## src/rtl/elink_width_converter.sv

```systemverilog
// Per-lane AXI-Stream width converter for e-link lanes on clk160.
// Packs (narrow->wide) or unpacks (wide->narrow) by an integer ratio.
module elink_width_converter #(
  parameter int N_LINKS      = 1,
  parameter int INPUT_WIDTH  = 32,
  parameter int OUTPUT_WIDTH = 8,
  parameter bit MSB_FIRST    = 1'b1
) (
  input  logic                            clk160,
  input  logic                            clk160_reset,
  input  logic                            realign,
  input  logic [N_LINKS*INPUT_WIDTH-1:0]  S_AXIS_tdata,
  input  logic                            S_AXIS_tvalid,
  output logic                            S_AXIS_tready,
  output logic [N_LINKS*OUTPUT_WIDTH-1:0] M_AXIS_tdata,
  output logic                            M_AXIS_tvalid,
  input  logic                            M_AXIS_tready,
  output logic [3:0]                      beat_count
);

  localparam int WIDE   = (INPUT_WIDTH > OUTPUT_WIDTH) ?
                          INPUT_WIDTH : OUTPUT_WIDTH;
  localparam int NARROW = (INPUT_WIDTH > OUTPUT_WIDTH) ?
                          OUTPUT_WIDTH : INPUT_WIDTH;
  localparam int RATIO  = (NARROW > 0) ? WIDE / NARROW : 0;

  generate
    if (NARROW < 1 || (WIDE % NARROW) != 0 ||
        RATIO < 1 || RATIO > 16) begin : g_bad_cfg
      $error("elink_width_converter: widths must differ by 1..16x");
    end
  endgenerate

  generate
    if (RATIO == 1) begin : g_bypass
      logic                            vld;
      logic [N_LINKS*OUTPUT_WIDTH-1:0] dat;

      assign S_AXIS_tready = !clk160_reset && !realign &&
                             (!vld || M_AXIS_tready);
      assign M_AXIS_tvalid = vld;
      assign M_AXIS_tdata  = dat;
      assign beat_count    = 4'd0;

      always_ff @(posedge clk160) begin
        if (clk160_reset) begin
          vld <= 1'b0;
          dat <= '0;
        end else if (S_AXIS_tvalid && S_AXIS_tready) begin
          vld <= 1'b1;
          dat <= S_AXIS_tdata;
        end else if (M_AXIS_tready) begin
          vld <= 1'b0;
        end
      end

    end else if (INPUT_WIDTH > OUTPUT_WIDTH) begin : g_down
      localparam logic [3:0] LAST = 4'(RATIO - 1);

      logic [N_LINKS*INPUT_WIDTH-1:0] hold;
      logic                           full;
      logic [3:0]                     cnt;
      logic [3:0]                     slice;
      logic                           last;
      logic                           s_hs;
      logic                           m_hs;

      assign last  = (cnt == LAST);
      assign slice = MSB_FIRST ? (LAST - cnt) : cnt;

      // A new word may enter on the cycle the last beat leaves.
      assign S_AXIS_tready = !clk160_reset && !realign &&
                             (!full || (M_AXIS_tready && last));
      assign s_hs = S_AXIS_tvalid && S_AXIS_tready;
      assign m_hs = full && M_AXIS_tready;

      assign M_AXIS_tvalid = full;
      assign beat_count    = cnt;

      always_comb begin
        M_AXIS_tdata = '0;
        for (int i = 0; i < N_LINKS; i++) begin
          M_AXIS_tdata[i*OUTPUT_WIDTH +: OUTPUT_WIDTH] =
            hold[i*INPUT_WIDTH + int'(slice)*OUTPUT_WIDTH +: OUTPUT_WIDTH];
        end
      end

      always_ff @(posedge clk160) begin
        if (clk160_reset) begin
          hold <= '0;
          full <= 1'b0;
          cnt  <= 4'd0;
        end else if (realign) begin
          full <= 1'b0;
          cnt  <= 4'd0;
        end else if (s_hs) begin
          hold <= S_AXIS_tdata;
          full <= 1'b1;
          cnt  <= 4'd0;
        end else if (m_hs) begin
          if (last) begin
            full <= 1'b0;
            cnt  <= 4'd0;
          end else begin
            cnt <= cnt + 4'd1;
          end
        end
      end

    end else begin : g_up
      localparam logic [3:0] LAST = 4'(RATIO - 1);

      logic [N_LINKS*OUTPUT_WIDTH-1:0] asm_q;
      logic [N_LINKS*OUTPUT_WIDTH-1:0] nxt;
      logic [N_LINKS*OUTPUT_WIDTH-1:0] odat;
      logic                            ovld;
      logic [3:0]                      cnt;
      logic [3:0]                      slice;
      logic                            last;
      logic                            s_hs;
      logic                            m_hs;

      assign last  = (cnt == LAST);
      assign slice = MSB_FIRST ? (LAST - cnt) : cnt;

      // Only the completing beat needs room in the output register.
      assign S_AXIS_tready = !clk160_reset && !realign &&
                             (!last || !ovld || M_AXIS_tready);
      assign s_hs = S_AXIS_tvalid && S_AXIS_tready;
      assign m_hs = ovld && M_AXIS_tready;

      assign M_AXIS_tvalid = ovld;
      assign M_AXIS_tdata  = odat;
      assign beat_count    = cnt;

      always_comb begin
        nxt = asm_q;
        for (int i = 0; i < N_LINKS; i++) begin
          nxt[i*OUTPUT_WIDTH + int'(slice)*INPUT_WIDTH +: INPUT_WIDTH] =
            S_AXIS_tdata[i*INPUT_WIDTH +: INPUT_WIDTH];
        end
      end

      always_ff @(posedge clk160) begin
        if (clk160_reset) begin
          asm_q <= '0;
          odat  <= '0;
          ovld  <= 1'b0;
          cnt   <= 4'd0;
        end else begin
          if (m_hs) begin
            ovld <= 1'b0;
          end
          if (realign) begin
            asm_q <= '0;
            cnt   <= 4'd0;
          end else if (s_hs) begin
            if (last) begin
              odat  <= nxt;
              ovld  <= 1'b1;
              asm_q <= '0;
              cnt   <= 4'd0;
            end else begin
              asm_q <= nxt;
              cnt   <= cnt + 4'd1;
            end
          end
        end
      end
    end
  endgenerate

endmodule

```

## config.mk

```make
export PLATFORM = sky130hd
export DESIGN_NAME = elink_width_converter
export DESIGN_NICKNAME = d
export VERILOG_FILES = /design/src/rtl/elink_width_converter.sv
export SDC_FILE = /design/constraint.sdc
export NUM_CORES = 1
export LEC_CHECK = 0
export ABC_AREA = 1
export BUFFER_PORTS_ARGS = -buffer_cell sky130_fd_sc_hd__buf_2
export CAP_MARGIN = 5
export CORE_ASPECT_RATIO = 1.25
export CORE_UTILIZATION = 54
export CTS_CLUSTER_DIAMETER = 50
export CTS_CLUSTER_SIZE = 25
export DETAILED_ROUTE_END_ITERATION = 8
export PLACE_DENSITY = 0.8
export SLEW_MARGIN = 20
export SYNTH_ARGS = -nofsm -noshare
export SYNTH_HDL_FRONTEND = slang
export SYNTH_SLANG_ARGS = --single-unit
```

## constraint.sdc

```tcl
create_clock -name clk160 -period 1.7 [get_ports clk160]
set_input_delay 0.085 -clock clk160 [delete_from_list [all_inputs] [get_ports clk160]]
set_output_delay 0.085 -clock clk160 [all_outputs]
set_load 0.01 [all_outputs]
```

[Word level (Yosys, flattened, before mapping)]
Index checks and enable logic that the tools add are counted.
Storage, ports and cells
  register bits after elaboration: 37
  bits in latches: 0
  bits in writable memories: 0
  ROM bits: 0
  bits of input ports: 37
  output and inout bits: 14
  word-level logic and storage cells: 27
  memories: 0
Operators by class
  add/sub/neg operators: 2
  multipliers: 0
  div/mod/pow operators: 0
  order comparisons: 0
  equality and inequality tests: 1
  shifts and indexed selects: 1
  multiplexer cells: 4
  bitwise logic cells: 1
  reductions and logical operators: 15
Operators by type and width (count)
  $shiftx A32 B8 Y8: 1
  $logic_and A1 B1 Y1: 5
  $add A4 B1 Y4 const B: 1
  $eq A4 B2 Y1 const B: 1
  $mux W4: 1
  $reduce_and A2 Y1: 2
  $reduce_bool A2 Y1: 2
  $sub A2 B4 Y4 const A: 1
  $logic_not A1 Y1: 3
  $mux W1: 3
  $reduce_or A3 Y1: 1
  $reduce_or A2 Y1: 1
  $logic_or A1 B1 Y1: 1
  $not A1 Y1: 1

[Depth between registers and ports, before layout]
Gate-level depths: netlist of the first run.
  depth in word-level cells: 7
  mapped depth: 9
  mapped depth without buffers: 8

[Worst setup path after synthesis of the first run]
OpenSTA, ideal clock, no wires.
  kind: register -> output
  start: register g_down.cnt[2], in the netlist beat_count[2]
  end: output M_AXIS_tdata[0]
  arrival: 1.387 ns
  required time: 1.615 ns
  path slack: 0.228 ns
  stages on the path, launching flop included: 6
  path through: dfxtp_1 -> inv_1 -> ha_1 -> or2_2 -> buf_1 -> a21oi_1
Between the ends
  longest elaborated chain between the ends: 2
Ends and longest elaborated chain
  start: declaration: RTL line 62  | logic [3:0] cnt;
  start signal: assignment: RTL line 105  | cnt <= cnt + 4'd1;
  $sub A2 B4 Y4: RTL line 69  | assign slice = MSB_FIRST ? (LAST - cnt) : cnt;
  $shiftx A32 B8 Y8: RTL line 84  | hold[i*INPUT_WIDTH + int'(slice)*OUTPUT_WIDTH +: OUTPUT_WIDTH];
  end: declaration: RTL line 15  | output logic [N_LINKS*OUTPUT_WIDTH-1:0] M_AXIS_tdata,
Every way passes these cells.

[Worst setup path in the final report of the first run]
  start: register g_down.cnt[3], in the netlist beat_count[3]
  end: output M_AXIS_tdata[3]
Same word-level chain as after synthesis.

==> load_flow_metrics.sql, run 1 <==
INSERT INTO impl_metrics (metric_group, metric, value, unit) VALUES
('outcome', 'run_status', 'complete, but fails checks', ''),
('outcome', 'failed_checks', 'negative setup slack', ''),
('cts', 'clock_sinks', '37', ''),
('sta', 'setup_repair_after_global_routing_missed_its_margin', 'yes', ''),
('sta', 'hold_viol_final', '0', ''),
('grt', 'initial_antenna_violation_count', '0', ''),
('routing', 'detailedRoute.firstPassIterationCount', '6', ''),
('critical_path', 'critPathCaptureType', 'primary output', ''),
('cts', 'root_buffer', 'sky130_fd_sc_hd__clkbuf_8', ''),
('yosys', 'synth.avg_cell_area', '6.052', 'µm²'),
('finish', 'insertedDiodeCount', '0', ''),
('critical_path', 'cp_top_family', 'flip-flops', ''),
('floorplanning', 'top_level_ports', '51', ''),
('floorplanning', 'floorplan.die.height', '73.11', 'µm'),
('yosys', 'synthDistinctLibCells', '18', ''),
('cts', 'cts_htree_levels', '2', ''),
('finish', 'final_cell_count_without_fillers', '470', ''),
('critical_path', 'max_stage_delay', '0.38', 'ns'),
('cts', 'cts.hold.buffers_added', '0', ''),
('routing', 'vias_per_cell', '4.883', ''),
('finish', 'layout.nets', '455', ''),
('routing', 'ant_nets', '0', ''),
('routing', 'routed_via_count', '2295', ''),
('yosys', 'synth_fp_nets', '400', ''),
('critical_path', 'cp_data_arrival_time', '1.62', 'ns'),
('sta', 'tightest_slew', '0.3838', 'ns'),
('sta', 'maxClockFrequency', '586.6', 'MHz'),
('finish', 'layout.cell_area.non_filler', '2683', 'µm²'),
('finish', 'sequential_standard_cell_area', '747.0', 'µm²'),
('pwr', 'power.total', '0.001834', 'W'),
('cts', 'clkTransAtPathRegs', '0.07', 'ns'),
('sta', 'slew_headroom', '74.35', '%'),
('sta', 'setup_viol', '1', ''),
('grt', 'pin_count_of_the_biggest_net_entering_global_routing', '36', ''),
('yosys', 'synth_enable_flop_cells', '0', ''),
('critical_path', 'regToRegSetupSlack', '0.16', 'ns'),
('critical_path', 'worstSetupStartpoint', 'beat_count[3]', ''),
('sta', 'period_share', '100.3', '%'),
('finish', 'fill_cells', '356', ''),
('critical_path', 'worst-setup-path-type', 'flip-flop to primary output', ''),
('cts', 'cts-root-to-sink-buffers', '2', ''),
('grt', 'global_route.usage.total', '27.14', '%'),
('yosys', 'yosys_warnings', '0', ''),
('routing', 'drt-initial-drc-count', '91', ''),
('critical_path', 'crit_path_cell_trace', 'inv_1, ha_1, or2_4, a21oi_1, buf_2', ''),
('floorplanning', 'core_region_area', '3816', 'µm²'),
('grt', 'grt-ovfl-total', '0', ''),
('flow_run', 'cap_viol_max_count', '0', ''),
('yosys', 'yosys_register_bits', '37', ''),
('sta', 'finalMaxSlewViolations', '0', ''),
('critical_path', 'crit-reg2reg-launch', 'beat_count[2]', ''),
('yosys', 'synth_cells', '361', ''),
('sta', 'timing.clock.skew', '0.003746', 'ns'),
('floorplanning', 'die_area', '4305', 'µm²'),
('place', 'placement.cell_area', '2455', 'µm²'),
('routing', 'postRouteWirelength', '5.595', 'mm'),
('min_path', 'holdCritStartpoint', 'S_AXIS_tdata[19]', ''),
('finish', 'drive_gt1_share', '21.63', '%'),
('critical_path', 'cp_num_buf_inv', '2', ''),
('place', 'gpl.final_weighted_congestion', '0.8327', ''),
('yosys', 'mappedNetlistArea', '2185', 'µm²'),
('sta', 'worst_slack', '-0.004850', 'ns'),
('pwr', 'ir_drop', '0.0005640', 'V'),
('pwr', 'p_per_area', '683.8', 'nW/µm²'),
('yosys', 'synth-async-reset-ratio', '0', '%'),
('sta', 'period_minus_slack', '1.705', 'ns'),
('grt', 'vias_in_the_first_global_route', '2035', ''),
('place', 'dp_hpwl', '3.475', 'mm'),
('yosys', 'synth-seq-area-share', '33.91', '%'),
('cts', 'tritoncts.num_buffers', '5', ''),
('routing', 'detail_route.wl_per_cell', '11.90', 'µm');
cell type report:
cell class | instances | share of cell area [%]
Tap cell | 54 | 2.519
Inverter | 106 | 15.11
Sequential cell | 37 | 27.85
Multi-Input combinational cell | 198 | 36.29
Clock buffer | 7 | 3.218
Timing Repair Buffer | 68 | 15.02
sequential cells by signal, summed over array words and instances, names as in the netlist:
| signal | count |
|---|---|
| M_AXIS_tvalid | 1 |
| g_down.hold | 32 |
| beat_count | 4 |
path summary, 6_finish.rpt:
kind / endpoint / depth (start not counted)
worst max-delay path: M_AXIS_tdata[3] / 5
worst min-delay path: g_down.hold[19] / 5
worst max register to register: g_down.hold[30] / 8
worst min register to register: g_down.hold[1] / 4
metal layers:
| metal | vias to the layer above | global-route usage [%] | share of wire [%] |
|---|---|---|---|
| met5 | - | 0 | 0 |
| met4 | 0 | 12.70 | 2.0 |
| li1 | 1190 | - | - |
| met1 | 1011 | 31.06 | 43 |
| met2 | 77 | 46.09 | 50 |
| met3 | 17 | 7.624 | 4.8 |
power by group:
group,switching (W),internal [W]
combinational,0.000173,0.000115
sequential,0.0000153,0.000906
clock,0.000303,0.000322
synth_stat cells, types with 2 or more instances:
cell type                  count  area [µm²]
sky130_fd_sc_hd__ha_1          2       25.02
sky130_fd_sc_hd__inv_1       106       397.9
sky130_fd_sc_hd__clkbuf_1      4       15.01
sky130_fd_sc_hd__buf_1         3       11.26
sky130_fd_sc_hd__nor2_1       35       131.4
sky130_fd_sc_hd__a21oi_1      28       140.1
sky130_fd_sc_hd__nand4_1      33       206.5
sky130_fd_sc_hd__o21ai_0      16       80.08
sky130_fd_sc_hd__nand2_1      74       277.8
sky130_fd_sc_hd__dfxtp_1      37       740.7
sky130_fd_sc_hd__buf_2        11       55.05
sky130_fd_sc_hd__nand3_1       4       20.02
sky130_fd_sc_hd__buf_6         3       33.78
through the flow:
stage	utilization (%)	hold WS [ns]	TNS (ns)
2_1_floorplan	-	0.2734	0
3_3_place_gp	64.33	0.4021	0
3_5_place_dp	64.33	0.4070	0
4_1_cts	67.93	0.1022	0
5_1_grt	70.30	0.1277	-0.3142
6_report	70.30	0.1064	-0.004850
placed cells by master (no fill, tap or decap), types with 4 or more instances in the layout:
cell | synthesis | routed
sky130_fd_sc_hd__clkbuf_8 | 0 | 6
sky130_fd_sc_hd__inv_1 | 106 | 104
sky130_fd_sc_hd__buf_4 | 0 | 14
sky130_fd_sc_hd__dfxtp_1 | 37 | 34
sky130_fd_sc_hd__a21oi_2 | 0 | 6
sky130_fd_sc_hd__a21oi_1 | 28 | 22
sky130_fd_sc_hd__nand3_1 | 4 | 4
sky130_fd_sc_hd__nand2_1 | 74 | 74
sky130_fd_sc_hd__o21ai_1 | 0 | 4
sky130_fd_sc_hd__nand4_1 | 33 | 33
sky130_fd_sc_hd__o21ai_0 | 16 | 12
sky130_fd_sc_hd__nor2_1 | 35 | 35
sky130_fd_sc_hd__buf_2 | 11 | 51
repair_timing:
action | in CTS | in global routing
resized for setup | 4 | 16
gates cloned | 0 | 1
hold endpoints to repair | 0 | 0
setup buffers | 4 | 5
endpoints found under the setup margin | 8 | 14
pin swaps | 0 | 2
logic make-up after synthesis:
family | share of synthesized area [%]
flip-flops | 33.91
XOR/XNOR | 0.4010
buffers and inverters | 23.48
AO/OA/AOI/OAI | 10.08
AND/OR/NAND/NOR | 30.99
adder cells (fa/ha/maj) | 1.145
tightest hold or removal path: stages:
cell	delay (ns)
sky130_fd_sc_hd__buf_2	0.07
sky130_fd_sc_hd__inv_1	0.03
sky130_fd_sc_hd__nand4_1	0.07
sky130_fd_sc_hd__nand2_1	0.05
sky130_fd_sc_hd__nor2_1	0.07
Note: power is estimated with default switching activity, not from simulation.
==> run 2: changes to the inputs <==
--- a/config.mk
+++ b/config.mk
@@ -9,11 +9,12 @@
 export BUFFER_PORTS_ARGS = -buffer_cell sky130_fd_sc_hd__buf_2
 export CAP_MARGIN = 5
 export CORE_ASPECT_RATIO = 1.25
-export CORE_UTILIZATION = 54
+export CORE_UTILIZATION = 43
 export CTS_CLUSTER_DIAMETER = 50
 export CTS_CLUSTER_SIZE = 25
 export DETAILED_ROUTE_END_ITERATION = 8
-export PLACE_DENSITY = 0.8
+export GPL_TIMING_DRIVEN = 0
+export PLACE_DENSITY = 0.66
 export SLEW_MARGIN = 20
 export SYNTH_ARGS = -nofsm -noshare
 export SYNTH_HDL_FRONTEND = slang
==> load_flow_metrics.sql, run 2 (same netlist as run 1, synthesis figures left out) <==
INSERT INTO impl_metrics (metric_group, metric, value, unit) VALUES
('critical_path', 'worstReg2RegEnd', 'g_down.hold[3]', ''),
('cts', 'tritoncts.num_buffers', '5', ''),
('pwr', 'p_per_area', '691.2', 'nW/µm²'),
('cts', 'clkTransAtPathRegs', '0.07', 'ns'),
('critical_path', 'critical_path_cell_with_the_highest_stage_delay', 'sky130_fd_sc_hd__dfxtp_4', ''),
('min_path', 'hold_path.class', 'input pin to flip-flop', ''),
('finish', 'layout.nets', '455', ''),
('critical_path', 'max_stage_delay', '0.38', 'ns'),
('sta', 'maxClockFrequency', '606.3', 'MHz'),
('routing', 'vias_per_cell', '4.480', ''),
('critical_path', 'critPathLaunchType', 'flip-flop', ''),
('routing', 'drcViolationCount', '0', ''),
('routing', 'metal3_wl', '217', 'µm'),
('finish', 'drive_gt1_share', '19.18', '%'),
('place', 'dp_worst_setup_slack', '0.05444', 'ns'),
('floorplanning', 'fp.dieW', '65.75', 'µm'),
('finish', 'register_containing_the_most_flip_flops_in_the_final_layout', 'g_down.hold', ''),
('cts', 'cts-root-to-sink-buffers', '2', ''),
('routing', 'top_signal_layer_used', 'met4', ''),
('sta', 'timing.clock.skew', '0.003930', 'ns'),
('critical_path', 'timing.reg2reg.worst_path_depth', '8', ''),
('floorplanning', 'top_level_ports', '51', ''),
('finish', 'most_frequent_cells_in_the_layout', '104 x sky130_fd_sc_hd__inv_1, 74 x sky130_fd_sc_hd__nand2_1, 59 x sky130_fd_sc_hd__buf_2', ''),
('pwr', 'ir_drop', '0.0004543', 'V'),
('critical_path', 'worst-setup-path-type', 'flip-flop to primary output', ''),
('cts', 'cts_htree_levels', '2', ''),
('sta', 'finalMaxSlewViolations', '0', ''),
('routing', 'ant_nets', '0', ''),
('critical_path', 'crit_required', '1.62', 'ns'),
('place', 'io_port_bufs', '49', ''),
('place', 'gpl.final_weighted_congestion', '0.8468', ''),
('min_path', 'holdCritStartpoint', 'S_AXIS_tdata[14]', ''),
('grt', 'global_route.usage.total', '21.06', '%'),
('floorplanning', 'rows', '28', ''),
('finish', 'most_frequent_standard_cell_in_the_layout_excluding_fill_and_tap_cells', 'sky130_fd_sc_hd__inv_1', ''),
('sta', 'slew_headroom', '70.40', '%'),
('sta', 'hold_viol_final', '0', ''),
('critical_path', 'critPathCaptureType', 'primary output', ''),
('sta', 'worst_slack', '0.05074', 'ns'),
('grt', 'vias_in_the_first_global_route', '1862', ''),
('routing', 'routed_via_count', '2137', ''),
('sta', 'setup_viol', '0', ''),
('sta', 'tightest_slew', '0.4440', 'ns'),
('finish', 'largest_register_ff_count', '32', ''),
('sta', 'period_share', '97.02', '%'),
('cts', 'clock_sinks', '37', ''),
('critical_path', 'cp_num_buf_inv', '2', ''),
('routing', 'detailedRoute.firstPassIterationCount', '4', ''),
('pwr', 'power.total', '0.001807', 'W'),
('critical_path', 'regToRegSetupSlack', '0.17', 'ns'),
('floorplanning', 'core_region_area', '4800', 'µm²'),
('pwr', 'cellLeakagePower', '1.439', 'nW'),
('critical_path', 'cp_data_arrival_time', '1.56', 'ns'),
('grt', 'pin_count_of_the_biggest_net_entering_global_routing', '20', ''),
('cts', 'cts_tree', 'done', ''),
('cts', 'root_buffer', 'sky130_fd_sc_hd__clkbuf_8', ''),
('critical_path', 'crit-reg2reg-launch', 'beat_count[1]', ''),
('grt', 'grt_first_pass_wirelength', '8.493', 'mm'),
('floorplanning', 'floorplan.initialDensity', '45.52', '%'),
('routing', 'met2RoutedLength', '2.465', 'mm'),
('sta', 'period_minus_slack', '1.649', 'ns'),
('place', 'placement.cell_area', '2505', 'µm²'),
('min_path', 'worst_hold_path.num_cells', '5', ''),
('routing', 'drt-initial-drc-count', '103', ''),
('critical_path', 'crit_path_cell_trace', 'inv_2, ha_4, or2_4, a21oi_1, buf_2', ''),
('routing', 'met1Wirelength', '2.394', 'mm'),
('routing', 'postRouteWirelength', '5.136', 'mm'),
('critical_path', 'cp_top_family', 'flip-flops', ''),
('flow_run', 'cap_viol_max_count', '0', ''),
('sta', 'setup_total_negative_slack', '0', 'ns'),
('routing', 'detail_route.wl_per_cell', '10.77', 'µm'),
('critical_path', 'critPathMaxFanout', '8', ''),
('cts', 'clock_insertion_delay_worst_skew', '0.29', 'ns'),
('finish', 'layout.cell_area.non_filler', '2615', 'µm²'),
('finish', 'areaGrowthSynthToFinish', '19.70', '%'),
('grt', 'initial_antenna_violation_count', '0', ''),
('finish', 'insertedDiodeCount', '0', ''),
('place', 'dp_hpwl', '3.924', 'mm'),
('floorplanning', 'floorplan.die.height', '81.69', 'µm'),
('min_path', 'whs_endpoint', 'g_down.hold[14]', ''),
('grt', 'grt-ovfl-total', '0', ''),
('sta', 'hold_slack', '0.1080', 'ns'),
('floorplanning', 'die_area', '5371', 'µm²'),
('outcome', 'run_status', 'finished, final reports clean', '');
run 2: power by group:
group / switching [W] / total (W) / internal (W) / leakage, nW
Combinational: 0.000168 / 0.000286 / 0.000118 / 1.10
Clock: 0.000309 / 0.000601 / 0.000292 / 0.0395
Sequential: 0.0000155 / 0.000921 / 0.000906 / 0.304
run 2: layout make-up:
type,count,area (µm²)
plain buffers,19,110.1
inverters,106,397.9
flip-flops and latches,37,745.7
multi-input cells,197,953.4
fillers,522,2185
clock buffers,8,80.08
well taps,60,75.07
repair buffers,50,252.7
run 2: metal layers:
metal,up-vias,track usage (%)
li1,1189,-
met3,5,4.306
met1,894,26.42
met2,49,35.82
met5,-,0
met4,0,6.522
run 2: timing repair:
action / CTS / global route
pin swaps: 0 / 1
setup endpoints to repair: 8 / 8
hold buffers: 0 / 0
gates cloned: 0 / 0
buffers inserted: 0 / 1
gates resized for setup: 6 / 5
endpoints found under the hold margin: 0 / 0
run 2: stage by stage:
| stage | utilization, % | cells |
|---|---|---|
| floorplan | - | 361 |
| global placement | 52.19 | 470 |
| detailed placement | 52.19 | 470 |
| CTS | 53.91 | 476 |
| global route | 54.48 | 477 |
| finish | 54.48 | 477 |
run 2: worst min-delay path, stage by stage:
cell,delay (ns)
sky130_fd_sc_hd__buf_2,0.07
sky130_fd_sc_hd__inv_1,0.03
sky130_fd_sc_hd__nand4_1,0.07
sky130_fd_sc_hd__nand2_1,0.04
sky130_fd_sc_hd__nor2_1,0.07
run 2: worst max path at each step:
stage,startpoint,endpoint,slack (ns),cells past startpoint
after floorplan,beat_count[2],M_AXIS_tdata[0],0.23,5
after global placement,beat_count[2],M_AXIS_tdata[7],0.07,6
after detailed placement,beat_count[2],M_AXIS_tdata[2],0.05,6
after CTS,beat_count[2],M_AXIS_tdata[7],-0.001,5
after global routing,beat_count[3],M_AXIS_tdata[7],-0.005,5
final,beat_count[2],M_AXIS_tdata[7],0.05,5
